[src/rtl/pulse_replayer_pkg.sv]
// Shared definitions for the pulse replayer: FSM state encoding, default
// timing/queue constants and the counter width helper.
package pulse_replayer_pkg;

  typedef enum logic [1:0] {
    IDLE = 2'd0,
    ON   = 2'd1,
    OFF  = 2'd2
  } state_t;

  localparam int DEF_ON_TICKS  = 5_000_000;
  localparam int DEF_OFF_TICKS = 5_000_000;
  localparam int DEF_DEPTH     = 7;

  // The counter only ever holds values up to max(on, off) - 1.
  function automatic int cntWidth(input int onTicks, input int offTicks);
    int maxTicks;
    maxTicks = (onTicks > offTicks) ? onTicks : offTicks;
    return (maxTicks > 1) ? $clog2(maxTicks) : 1;
  endfunction

endpackage

[src/rtl/pulse_replayer_tick_counter.sv]
// Loadable down-counter shared by the ON and OFF phases; stops at zero
// instead of wrapping.
module tick_counter #(
  parameter int WIDTH = 1
) (
  input  logic             Clock,
  input  logic             Reset_n,
  input  logic             i_load,
  input  logic [WIDTH-1:0] i_value,
  input  logic             i_enable,
  output logic             o_zero
);

  logic [WIDTH-1:0] r_count;

  always_ff @(posedge Clock or negedge Reset_n) begin
    if (!Reset_n) begin
      r_count <= '0;
    end else if (i_load) begin
      r_count <= i_value;
    end else if (i_enable && (r_count != '0)) begin
      r_count <= r_count - WIDTH'(1);
    end
  end

  assign o_zero = (r_count == '0);

endmodule

[src/rtl/pulse_replayer.sv]
// Stretches each single-clock event strobe into an ON_TICKS high pulse
// followed by an OFF_TICKS gap, queueing up to DEPTH events meanwhile.
module pulse_replayer
  import pulse_replayer_pkg::*;
#(
  parameter int ON_TICKS  = DEF_ON_TICKS,
  parameter int OFF_TICKS = DEF_OFF_TICKS,
  parameter int DEPTH     = DEF_DEPTH
) (
  input  logic                       Clock,
  input  logic                       Reset_n,
  input  logic                       In,
  input  logic                       Clear,
  output logic                       Out,
  output logic                       Busy,
  output logic [$clog2(DEPTH+1)-1:0] Pending,
  output logic                       Overflow
);

  localparam int CNT_W  = cntWidth(ON_TICKS, OFF_TICKS);
  localparam int PEND_W = $clog2(DEPTH + 1);

  localparam logic [CNT_W-1:0]  ON_LOAD  = CNT_W'(ON_TICKS - 1);
  localparam logic [CNT_W-1:0]  OFF_LOAD = CNT_W'(OFF_TICKS - 1);
  localparam logic [PEND_W-1:0] PEND_MAX = PEND_W'(DEPTH);

  state_t            r_state;
  state_t            w_nextState;
  logic [PEND_W-1:0] r_pending;
  logic [PEND_W-1:0] w_nextPending;
  logic              r_out;
  logic              r_overflow;
  logic              w_event;
  logic              w_queueEvent;
  logic              w_drop;
  logic              w_load;
  logic [CNT_W-1:0]  w_loadValue;
  logic              w_dec;
  logic              w_zero;

  tick_counter #(
    .WIDTH(CNT_W)
  ) u_tick_counter (
    .Clock   (Clock),
    .Reset_n (Reset_n),
    .i_load  (w_load),
    .i_value (w_loadValue),
    .i_enable(w_dec),
    .o_zero  (w_zero)
  );

  // Clear discards any strobe sampled alongside it.
  always_comb begin
    w_event       = In && !Clear;
    w_nextState   = r_state;
    w_nextPending = r_pending;
    w_queueEvent  = 1'b0;
    w_drop        = 1'b0;
    w_load        = 1'b0;
    w_loadValue   = ON_LOAD;
    w_dec         = 1'b0;

    if (Clear) begin
      w_nextPending = '0;
    end

    case (r_state)
      IDLE: begin
        if (w_event) begin
          w_nextState = ON;
          w_load      = 1'b1;
          w_loadValue = ON_LOAD;
        end
      end
      ON: begin
        w_queueEvent = w_event;
        if (w_zero) begin
          w_nextState = OFF;
          w_load      = 1'b1;
          w_loadValue = OFF_LOAD;
        end else begin
          w_dec = 1'b1;
        end
      end
      OFF: begin
        if (!w_zero) begin
          w_dec        = 1'b1;
          w_queueEvent = w_event;
        end else if (Clear) begin
          w_nextState = IDLE;
        end else if (r_pending != '0) begin
          // A strobe arriving now takes the slot freed by the dequeued event.
          w_nextState = ON;
          w_load      = 1'b1;
          w_loadValue = ON_LOAD;
          if (!w_event) begin
            w_nextPending = r_pending - PEND_W'(1);
          end
        end else if (w_event) begin
          w_nextState = ON;
          w_load      = 1'b1;
          w_loadValue = ON_LOAD;
        end else begin
          w_nextState = IDLE;
        end
      end
      default: begin
        w_nextState = IDLE;
      end
    endcase

    if (w_queueEvent) begin
      if (r_pending == PEND_MAX) begin
        w_drop = 1'b1;
      end else begin
        w_nextPending = r_pending + PEND_W'(1);
      end
    end
  end

  always_ff @(posedge Clock or negedge Reset_n) begin
    if (!Reset_n) begin
      r_state    <= IDLE;
      r_pending  <= '0;
      r_out      <= 1'b0;
      r_overflow <= 1'b0;
    end else begin
      r_state    <= w_nextState;
      r_pending  <= w_nextPending;
      r_out      <= (w_nextState == ON);
      r_overflow <= w_drop;
    end
  end

  assign Out      = r_out;
  assign Busy     = (r_state != IDLE);
  assign Pending  = r_pending;
  assign Overflow = r_overflow;

endmodule

[config.mk]
export PLATFORM = sky130hd
export DESIGN_NAME = pulse_replayer
export DESIGN_NICKNAME = d
export VERILOG_FILES = /design/src/rtl/pulse_replayer_pkg.sv /design/src/rtl/pulse_replayer_tick_counter.sv /design/src/rtl/pulse_replayer.sv
export SDC_FILE = /design/constraint.sdc
export NUM_CORES = 1
export LEC_CHECK = 0
export ABC_AREA = 1
export BUFFER_PORTS_ARGS = -buffer_cell sky130_fd_sc_hd__buf_2
export CORE_MARGIN = 1
export CORE_UTILIZATION = 50
export DETAILED_ROUTE_END_ITERATION = 10
export GPL_TIMING_DRIVEN = 1
export MAX_ROUTING_LAYER = met4
export PLACE_DENSITY = 0.64
export REMOVE_ABC_BUFFERS = 1
export SYNTH_ARGS = -nofsm -noshare
export SYNTH_HDL_FRONTEND = slang
export SYNTH_SLANG_ARGS = --single-unit
[constraint.sdc]
create_clock -name Clock -period 4.3 [get_ports Clock]
set_clock_uncertainty 0.2 [all_clocks]
set_input_delay 0.215 -clock Clock [delete_from_list [all_inputs] [get_ports Clock]]
set_output_delay 0.215 -clock Clock [all_outputs]
set_load 0.005 [all_outputs]
==> results of run 1 <==
critical path: stages, from the launching register on:
cell     delay, ps
dfrtp_1        430
nor2_1         240
nand2_2        130
nor2_4         200
nand3_2        110
inv_2          110
a21oi_2         70
nand2_1         80
nand2_2        210
inv_2          230
nor2_1          70
power breakdown:
part / internal [W] / leakage [nW] / switching, W
logic: 0.0000100 / 0.601 / 0.0000189
clock network: 0.000123 / 0.0431 / 0.0000951
registers: 0.000285 / 0.313 / 0.00000162
total: 0.000418 / 0.957 / 0.000116
registers in the layout (all words and copies together) (netlist names):
register / flops
Overflow: 1
Pending: 3
u_tick_counter.r_count: 23
Out: 1
r_state: 2
cells in the final DEF (no fill, tap or decap), types with 2 or more instances in the layout:
master and count:
a21oi_1 2, buf_2 9, clkbuf_8 6, dfrtp_1 30
ha_1 10, inv_1 31, inv_2 2, nand2_1 60
nand2_2 2, nand3_1 21, nand3b_1 2, nand4_1 13
nor2_1 49, nor3_1 8, o21ai_0 7, or2_2 2
xnor2_1 4, xor2_1 7
through the flow:
| step | hold slack, ps | instances | worst slack [ps] |
|---|---|---|---|
| after floorplan | -281 | 260 | 2470 |
| after global placement | 88.4 | 317 | 2130 |
| after detailed placement | 94.0 | 317 | 2120 |
| after CTS | 32.0 | 324 | 2110 |
| after global routing | 45.8 | 324 | 1920 |
| final | 38.0 | 324 | 2100 |
final cells by class:
cell class / count / area share, %
Inverter: 34 / 6.18
Sequential cell: 30 / 35.7
Multi-Input combinational cell: 196 / 48.8
Clock buffer: 6 / 3.92
Timing Repair Buffer: 10 / 2.61
Tap cell: 48 / 2.85
cell families after synthesis:
group           Yosys count  share of synthesized area (%)
simple gates            164                           38.5
buf+inv                  37                           8.26
flops                    30                           38.7
compound gates           11                           3.10
xor+xnor                 11                           4.97
fa+ha+maj                10                           6.46
routing by layer:
metal  wire length, µm  vias to the layer above  track usage [%]
li1                  -                      862                -
met1              2100                      737             29.7
met2              1650                       17             33.4
met3                97                        6             5.36
met4                45                        0             6.11
met5                 0                        -                -
Yosys cell counts (2+ instances only):
| cell | n |
|---|---|
| a21oi_1 | 2 |
| buf_6 | 2 |
| dfrtp_1 | 30 |
| ha_1 | 10 |
| inv_1 | 31 |
| inv_2 | 2 |
| nand2_1 | 60 |
| nand2_2 | 2 |
| nand3_1 | 21 |
| nand3b_1 | 2 |
| nand4_1 | 13 |
| nor2_1 | 49 |
| nor3_1 | 8 |
| o21ai_0 | 7 |
| or2_2 | 2 |
| xnor2_1 | 4 |
| xor2_1 | 7 |
worst min path at each step:
stage	cells past startpoint	slack [ps]	to
global route	4	50	Pending[1]$_DFF_PN0_
finish	4	40	Pending[1]$_DFF_PN0_
global placement	1	90	u_tick_counter.r_count[15]$_DFFE_PN0P_
CTS	4	30	Pending[1]$_DFF_PN0_
detailed placement	1	90	u_tick_counter.r_count[15]$_DFFE_PN0P_
floorplan	0	-280	Out$_DFF_PN0_
==> results.md, run 1 <==
* Routed len/inst at 12.0 µm
* Fmax at 454 MHz
* Worst skew pair latency at 270 ps
* Detailed placer's ending HPWL at 2.93 mm
* DR vias/cell at 5.01
* Core region area at 3690 µm²
* Hold Fails Final Rpt at 0
* Syn_area_per_cell at 7.37 µm²
* Post-synth ARST share at 100%
* Number of global-route vias before repair at 1537
* First-pass GRT wire length at 6.91 mm
* Register Area at 751 µm²
* Die Width at 64.3 µm
* Total congestion overflow at 0
* Post-synth EDFFs at 0
* R2r endpoint: u_tick_counter.r_count[17]$_DFFE_PN0P_
* R2R cell count at 10
* Headroom to the max-slew limit at 55.9%
* Boundary pin count at 10
* Crit path launch: u_tick_counter.r_count[14]$_DFFE_PN0P_
* Drt pass-1 iters at 4
* Layout Utilization at 57.1%
* Post-synthesis cell type count at 28
* Total negative slack at 0 ps
* Register area share after synthesis at 38.7%
* CP Launch Type: flop
* Crit. End Element: flop
* Minimum clock period at 2200 ps
* CTS H-Tree Depth at 2
* Total power at 0.000533 W
* Antenna Nets Post-Route at 0
* Initial antenna violation count at 0
* Multi-input gate area at 1030 µm²
* Area contributors post-synth: dfrtp_1, nand2_1, nor2_1
* Root Buffer: clkbuf_8
* Peak VDD IR at 0.000198 V
* Via count at 1622
* RSZ-0062 raised after global routing: no
* Height of the die at 64.3 µm
* Hold Path Origin: Clear
* Pwr dens at 253 nW/µm²
* Yosys warns at 0
* TritonCTS clock tree: done
* Status: completed
* I/O Buffers at 9
* R2r setup slk at 2100 ps
* PostCTS Resize Cnt at 0
* Clock sinks at 30
* Maxcap violations at 0
* Worst min path class: input port to flop
* FP Rows at 22
* Area delta synth->final at 8.65%
* CP Class: flop to flop
* ANT cells at 0
* Most common flop cell mapped by yosys: dfrtp_1
* Die area at 4130 µm²
* Layout cells sized above 1 at 10.1%
* Clock transition at path regs at 60 ps
* Tot GR Track Use at 22.2%
* Synth top area share at 38.7%
* Final Max Tran Viols at 0
* Worst-case clock buffer depth at 2
* Largest net degree at the start of global routing at 31
* Post-layout net count at 291
* Critical Path RT at 4260 ps
* 1st-iter DRT viols at 80
* CP endpoint: u_tick_counter.r_count[17]$_DFFE_PN0P_
* Starting Density at 52.5%
* Leak pwr at 0.957 nW
* Residual DRC at 0
* Post-synth top area cell: dfrtp_1
* CP arrival at 2160 ps
* Worst-margin pin slew at 661 ps
* #FFs+latches synth at 30
* Worst Path Max Fanout at 15
* Gate Count Post-Synth at 263
* DP Area at 2010 µm²
* R2R Path Start: u_tick_counter.r_count[14]$_DFFE_PN0P_
* Final setup viols at 0
* CTS Hold Bufs at 1
* Final Cell Area at 2110 µm²
* Setup Fix Bufs, Post-CTS at 0
* Fillers at 362
* Routed WL at 3.89 mm
* Mapped cell area at 1940 µm²
* Number of buffers created by CTS at 5
* Tcrit/Tclk final at 51.2%
* Placer congestion estimate at 0.803
No activity file was read; power rests on OpenSTA's default activity.
==> run 2: changes to the inputs <==
ABC_AREA = 0   (was 1)
clock period = 2.19 ns   (was 4.3 ns; I/O delays follow)
==> results.md, run 2 <==
* Status: finished, violations left
* Failing checks: setup timing
* Tcrit/Tclk final at 106%
* Clock transition at path regs at 90 ps
* Critical Path RT at 2210 ps
* Number of global-route vias before repair at 1458
* Residual DRC at 0
* Gate Count Post-Synth at 178
* Register area share after synthesis at 42.5%
* I/O Buffers at 9
* First-pass GRT wire length at 6.38 mm
* Final Max Tran Viols at 0
* Height of the die at 61.4 µm
* 1st-iter DRT viols at 116
* Root Buffer: clkbuf_4
* FP Rows at 21
* Sw frac at 33.9%
* Synth top area share at 42.5%
* Post-synth ARST share at 100%
* Most frequent cells in the layout: dfrtp_1, buf_4, nor2_1
* Area contributors post-synth: dfrtp_1, xnor2_1, ha_1
* Multi-input gate area at 1050 µm²
* Inst Count DP at 254
* Minimum clock period at 2330 ps
* Peak VDD IR at 0.000462 V
* Clock sinks at 30
* CP Launch Type: flop
* Boundary pin count at 10
* Most common flop cell mapped by yosys: dfrtp_1
* Part of the power in the clock network at 19.0%
* Crit. End Element: flop
* Worst-case clock buffer depth at 2
* Part of the power in registers at 43.0%
* Post-synth EDFFs at 0
* Commonest non-fill, non-tap cell in the layout: dfrtp_1
* Worst min path class: input port to async pin
* Pint at 0.00103 W
* Mapped cell area at 1770 µm²
* Number of buffers created by CTS at 5
* Post-layout net count at 240
* Syn_area_per_cell at 9.92 µm²
* RSZ-0062 raised after global routing: yes
* Psw at 0.000528 W
* DR vias/cell at 5.40
* Tot GR Track Use at 24.5%
* Routed WL at 3.89 mm
* Worst setup margin at -137 ps
* Drt pass-1 iters at 4
* CTS H-Tree Depth at 2
* Fillers at 279
* Placer congestion estimate at 0.800
* CP arrival at 2350 ps
* Total negative slack at -1460 ps
* Pwr dens at 685 nW/µm²
* CP Class: flop to flop
* Maxcap violations at 0
* #FFs+latches synth at 30
* Yosys warns at 0
* Die area at 3770 µm²
* Post-synth top area cell: dfrtp_1
* TritonCTS clock tree: done
* ANT cells at 0
* Worst skew pair latency at 320 ps
* Total congestion overflow at 0
* Max reg flops at 23
* Core region area at 3360 µm²
* Most common cell in the synthesized netlist: dfrtp_1
* Final setup viols at 22
* Hold Fails Final Rpt at 0
* Area delta synth->final at 28.6%
* Routed len/inst at 14.3 µm
* Via count at 1469
* Die Width at 61.4 µm
* Headroom to the max-slew limit at 55.6%
* Commonest cells post-synth: dfrtp_1, nor2_1, nand2_1
* Detailed placer's ending HPWL at 2.62 mm
* Starting Density at 52.5%
* Initial antenna violation count at 0
* Layout cells sized above 1 at 33.2%
* Antenna Nets Post-Route at 0
* Worst-margin pin slew at 666 ps
* Biggest register: u_tick_counter.r_count
* Largest net degree at the start of global routing at 31
* Worst Path Max Fanout at 4
* Post-synthesis cell type count at 46
* Gate power share at 38.0%
* Fin cells at 272
* Register Area at 751 µm²
* Leak pwr at 1.00 nW
* Fmax at 430 MHz
run 2: cell types whose count changed after synthesis, moves of 3 or more:
cell and delta:
o21ai_1 +3, nor2_1 -28, xnor2_1 +14, nor4_1 +4, nand2_1 -41, xor2_1 -5, o21ai_0 -6, inv_1 -22
nand4_1 -12, or4_4 +3, nand2b_1 +3, nand3_1 -17
run 2: power groups by stage:
stage	clock network (W)	logic [W]	registers, W
floorplan	0	0.000286	0.000683
global placement	0	0.000482	0.000674
detailed placement	0	0.000493	0.000679
CTS	0.000313	0.000511	0.000669
global route	0.000331	0.000648	0.000676
finish	0.000296	0.000591	0.000669
run 2: metrics by stage:
step                area (µm²)  power (W)  setup slack [ps]  hold WS (ps)  util, %
floorplan                 1740   0.000969              -170          -386        -
global placement          2040    0.00116             -17.6         -24.6     60.6
detailed placement        2040    0.00117             -98.8         -17.0     60.6
CTS                       2130    0.00149             -76.4           157     63.4
global route              2270    0.00165              -229           228     67.5
finish                    2270    0.00156              -137           166     67.5
run 2: cell families (layout without fill, tap and decap cells):
| logic type | after synthesis | in the layout | synth area share (%) |
|---|---|---|---|
| buf+inv | 12 | 59 | 3.12 |
| compound gates | 21 | 22 | 8.93 |
| simple gates | 83 | 83 | 27.3 |
| flops | 30 | 30 | 42.5 |
| fa+ha+maj | 10 | 10 | 7.09 |
| mux | 2 | 2 | 1.13 |
| xor+xnor | 20 | 20 | 9.92 |
run 2: area by class of cell:
type	instances	area share, %
inverter	9	1.49
clock buffer	7	1.98
sequential	30	33.1
tap	46	2.53
timing repair buffer	43	14.6
multi-input combinational	137	46.3
run 2: metal layers:
metal	track usage [%]	up-vias	share of wire [%]
met1	28.2	712	44
met3	5.88	7	3.6
li1	-	711	-
met2	40.5	39	50
met4	11.1	0	2.2
met5	-	-	0
run 2: what timing repair did:
item	CTS	global route
setup endpoints to repair	13	29
hold endpoints to repair	34	0
hold buffers	3	0
pin swaps	4	11
cloned	0	1
setup buffers	0	7
resized for setup	5	15
run 2: worst paths after layout:
check	from	end	slack (ps)	depth (start not counted)
setup / recovery	u_tick_counter.r_count[7]$_DFFE_PN0P_	Out$_DFF_PN0_	-140	6
hold / removal	Reset_n	Pending[1]$_DFF_PN0_	170	2
setup reg to reg	u_tick_counter.r_count[7]$_DFFE_PN0P_	Out$_DFF_PN0_	-140	6
hold reg to reg	u_tick_counter.r_count[3]$_DFFE_PN0P_	u_tick_counter.r_count[3]$_DFFE_PN0P_	330	2
max in group asynchronous	Reset_n	u_tick_counter.r_count[8]$_DFFE_PN0P_	1190	2
min in group Clock	u_tick_counter.r_count[3]$_DFFE_PN0P_	u_tick_counter.r_count[3]$_DFFE_PN0P_	330	2
run 2: critical path, stage by stage, from the launching register on:
cell and delay [ps]:
dfrtp_1 400, or4_4 560, nand4b_1 310, or2_4 340, o311ai_1 100, a31oi_1 160
and2_1 160
==> run 3: changes to the inputs <==
clock period = 2.6 ns   (was 2.19 ns; I/O delays follow)
==> results.md, run 3 (same netlist as run 2, synthesis figures left out) <==
* Initial antenna violation count at 0
* CP Launch Type: flop
* Core region area at 3360 µm²
* R2r setup slk at 210 ps
* Most frequent cells in the layout: dfrtp_1, nor2_1, nand2_1
* Biggest register: u_tick_counter.r_count
* Largest net degree at the start of global routing at 31
* CP delay by family, top: compound AO/OA/AOI/OAI gates
* CTS Hold Bufs at 2
* Register Area at 751 µm²
* WP buf/inv at 1
* Commonest non-fill, non-tap cell in the layout: dfrtp_1
* Worst hold endpoint: Overflow$_DFF_PN0_
* I/O Buffers at 9
* Drt pass-1 iters at 4
* WHS Path Cells at 4
* Hold Path Origin: In
* Worst-case clock buffer depth at 2
* Via count at 1330
* Gate power share at 28.8%
* ANT cells at 0
* Hold Fails Final Rpt at 0
* Pwr dens at 625 nW/µm²
* Slowest cell on crit path: a211oi_1
* Sw frac at 34.0%
* Worst min path class: input port to flop
* R2R cell count at 8
* Final setup viols at 0
* Layout cells sized above 1 at 18.3%
* Routed len/inst at 14.0 µm
* Headroom to the max-slew limit at 50.9%
* Fillers at 314
* Multi-input gate area at 960 µm²
* R2r endpoint: Pending[1]$_DFF_PN0_
* Total congestion overflow at 0
* CP arrival at 2420 ps
* Crit. End Element: flop
* PostCTS Resize Cnt at 0
* Setup Fix Bufs, Post-CTS at 0
* Final Max Tran Viols at 0
* Tot GR Track Use at 21.7%
* Leak pwr at 0.843 nW
* Busiest grt layer: met2
* Pint at 0.000804 W
* Number of global-route vias before repair at 1235
* Fmax at 418 MHz
* 1st-iter DRT viols at 58
* RSZ-0062 raised after global routing: no
* CP Cell Sequence: inv_1 > ha_1 > nor3b_1 > nand4b_1 > o21ai_2 > a211oi_1 > nor2_1 > a22o_1
* Post-layout net count at 210
* Boundary pin count at 10
* Clock sinks at 30
* Placer congestion estimate at 0.855
* First-pass GRT wire length at 5.57 mm
* Worst skew pair latency at 330 ps
* GR Util met3 at 5.67%
* Residual DRC at 0
* Stages on the worst setup path at 8
* Total negative slack at 0 ps
* TritonCTS clock tree: done
* Worst Path Max Fanout at 6
* Routed WL at 3.40 mm
* FP Rows at 21
* Die area at 3770 µm²
* Met1 usage at 24.8%
* CP Class: flop to flop
* Largest stage delay, worst path at 650 ps
* Psw at 0.000414 W
* Met2 GRT Util at 37.4%
* Part of the power in registers at 47.4%
* Status: completed
* Peak VDD IR at 0.000356 V
* Antenna Nets Post-Route at 0
* R2R Path Start: u_tick_counter.r_count[0]$_DFFE_PN0P_
* Clock transition at path regs at 90 ps
* Layout Utilization at 58.0%
* Die Width at 61.4 µm
* Part of the power in the clock network at 23.8%
* Maxcap violations at 0
* Critical Path RT at 2630 ps
* DR vias/cell at 5.47
* Detailed placer's ending HPWL at 2.40 mm
* Number of buffers created by CTS at 5
* Minimum clock period at 2390 ps
* Tcrit/Tclk final at 92.0%
* Worst-margin pin slew at 732 ps
* CTS H-Tree Depth at 2
* Height of the die at 61.4 µm
* Root Buffer: clkbuf_4
* Max reg flops at 23
* Area delta synth->final at 10.4%
* Starting Density at 52.5%
## run 3: layout make-up
type	instances	area share, %
clock inverters	1	0.257
inverters	9	1.73
flip-flops and latches	30	38.5
well taps	46	2.95
clock buffers	7	2.82
multi-input cells	136	49.2
repair buffers	14	4.49
## run 3: power groups by stage
stage	clock network [W]	registers [W]	logic, W
finish	0.000290	0.000577	0.000351
global route	0.000315	0.000585	0.000396
CTS	0.000301	0.000577	0.000355
detailed placement	0	0.000585	0.000353
global placement	0	0.000581	0.000339
floorplan	0	0.000575	0.000241
## run 3: through the flow
step	area [µm²]	instances	total power (W)	setup slack [ps]	hold slack [ps]
floorplan	1740	175	0.000816	240	-366
global placement	1870	233	0.000920	307	-5.52
detailed placement	1870	233	0.000938	212	14.5
CTS	1950	243	0.00123	195	19.4
global route	1950	243	0.00130	32.2	35.0
finish	1950	243	0.00122	209	27.6
## run 3: how the worst max path moves through the flow
| stage | from | endpoint | slack [ps] |
|---|---|---|---|
| 4_1_cts | u_tick_counter.r_count[0]$_DFFE_PN0P_ | Pending[1]$_DFF_PN0_ | 190 |
| 6_report | u_tick_counter.r_count[0]$_DFFE_PN0P_ | Pending[1]$_DFF_PN0_ | 210 |
| 3_5_place_dp | u_tick_counter.r_count[0]$_DFFE_PN0P_ | Pending[1]$_DFF_PN0_ | 210 |
| 3_3_place_gp | u_tick_counter.r_count[7]$_DFFE_PN0P_ | Out$_DFF_PN0_ | 310 |
| 2_1_floorplan | u_tick_counter.r_count[7]$_DFFE_PN0P_ | u_tick_counter.r_count[11]$_DFFE_PN0P_ | 240 |
| 5_1_grt | u_tick_counter.r_count[0]$_DFFE_PN0P_ | Pending[1]$_DFF_PN0_ | 30 |
## run 3: worst register-to-register path: cells and delay by family (launching register included)
family | cells | cell delay (ps)
flip-flops | 1 | 380
AND/OR/NAND/NOR | 3 | 440
adder cells (fa/ha/maj) | 1 | 210
buffers and inverters | 1 | 100
AO/OA/AOI/OAI | 3 | 970
## run 3: per-layer routing
layer | vias to the layer above | routed length (µm)
li1 | 655 | -
met1 | 642 | 1490
met2 | 30 | 1750
met3 | 3 | 133
met4 | 0 | 32
met5 | - | 0
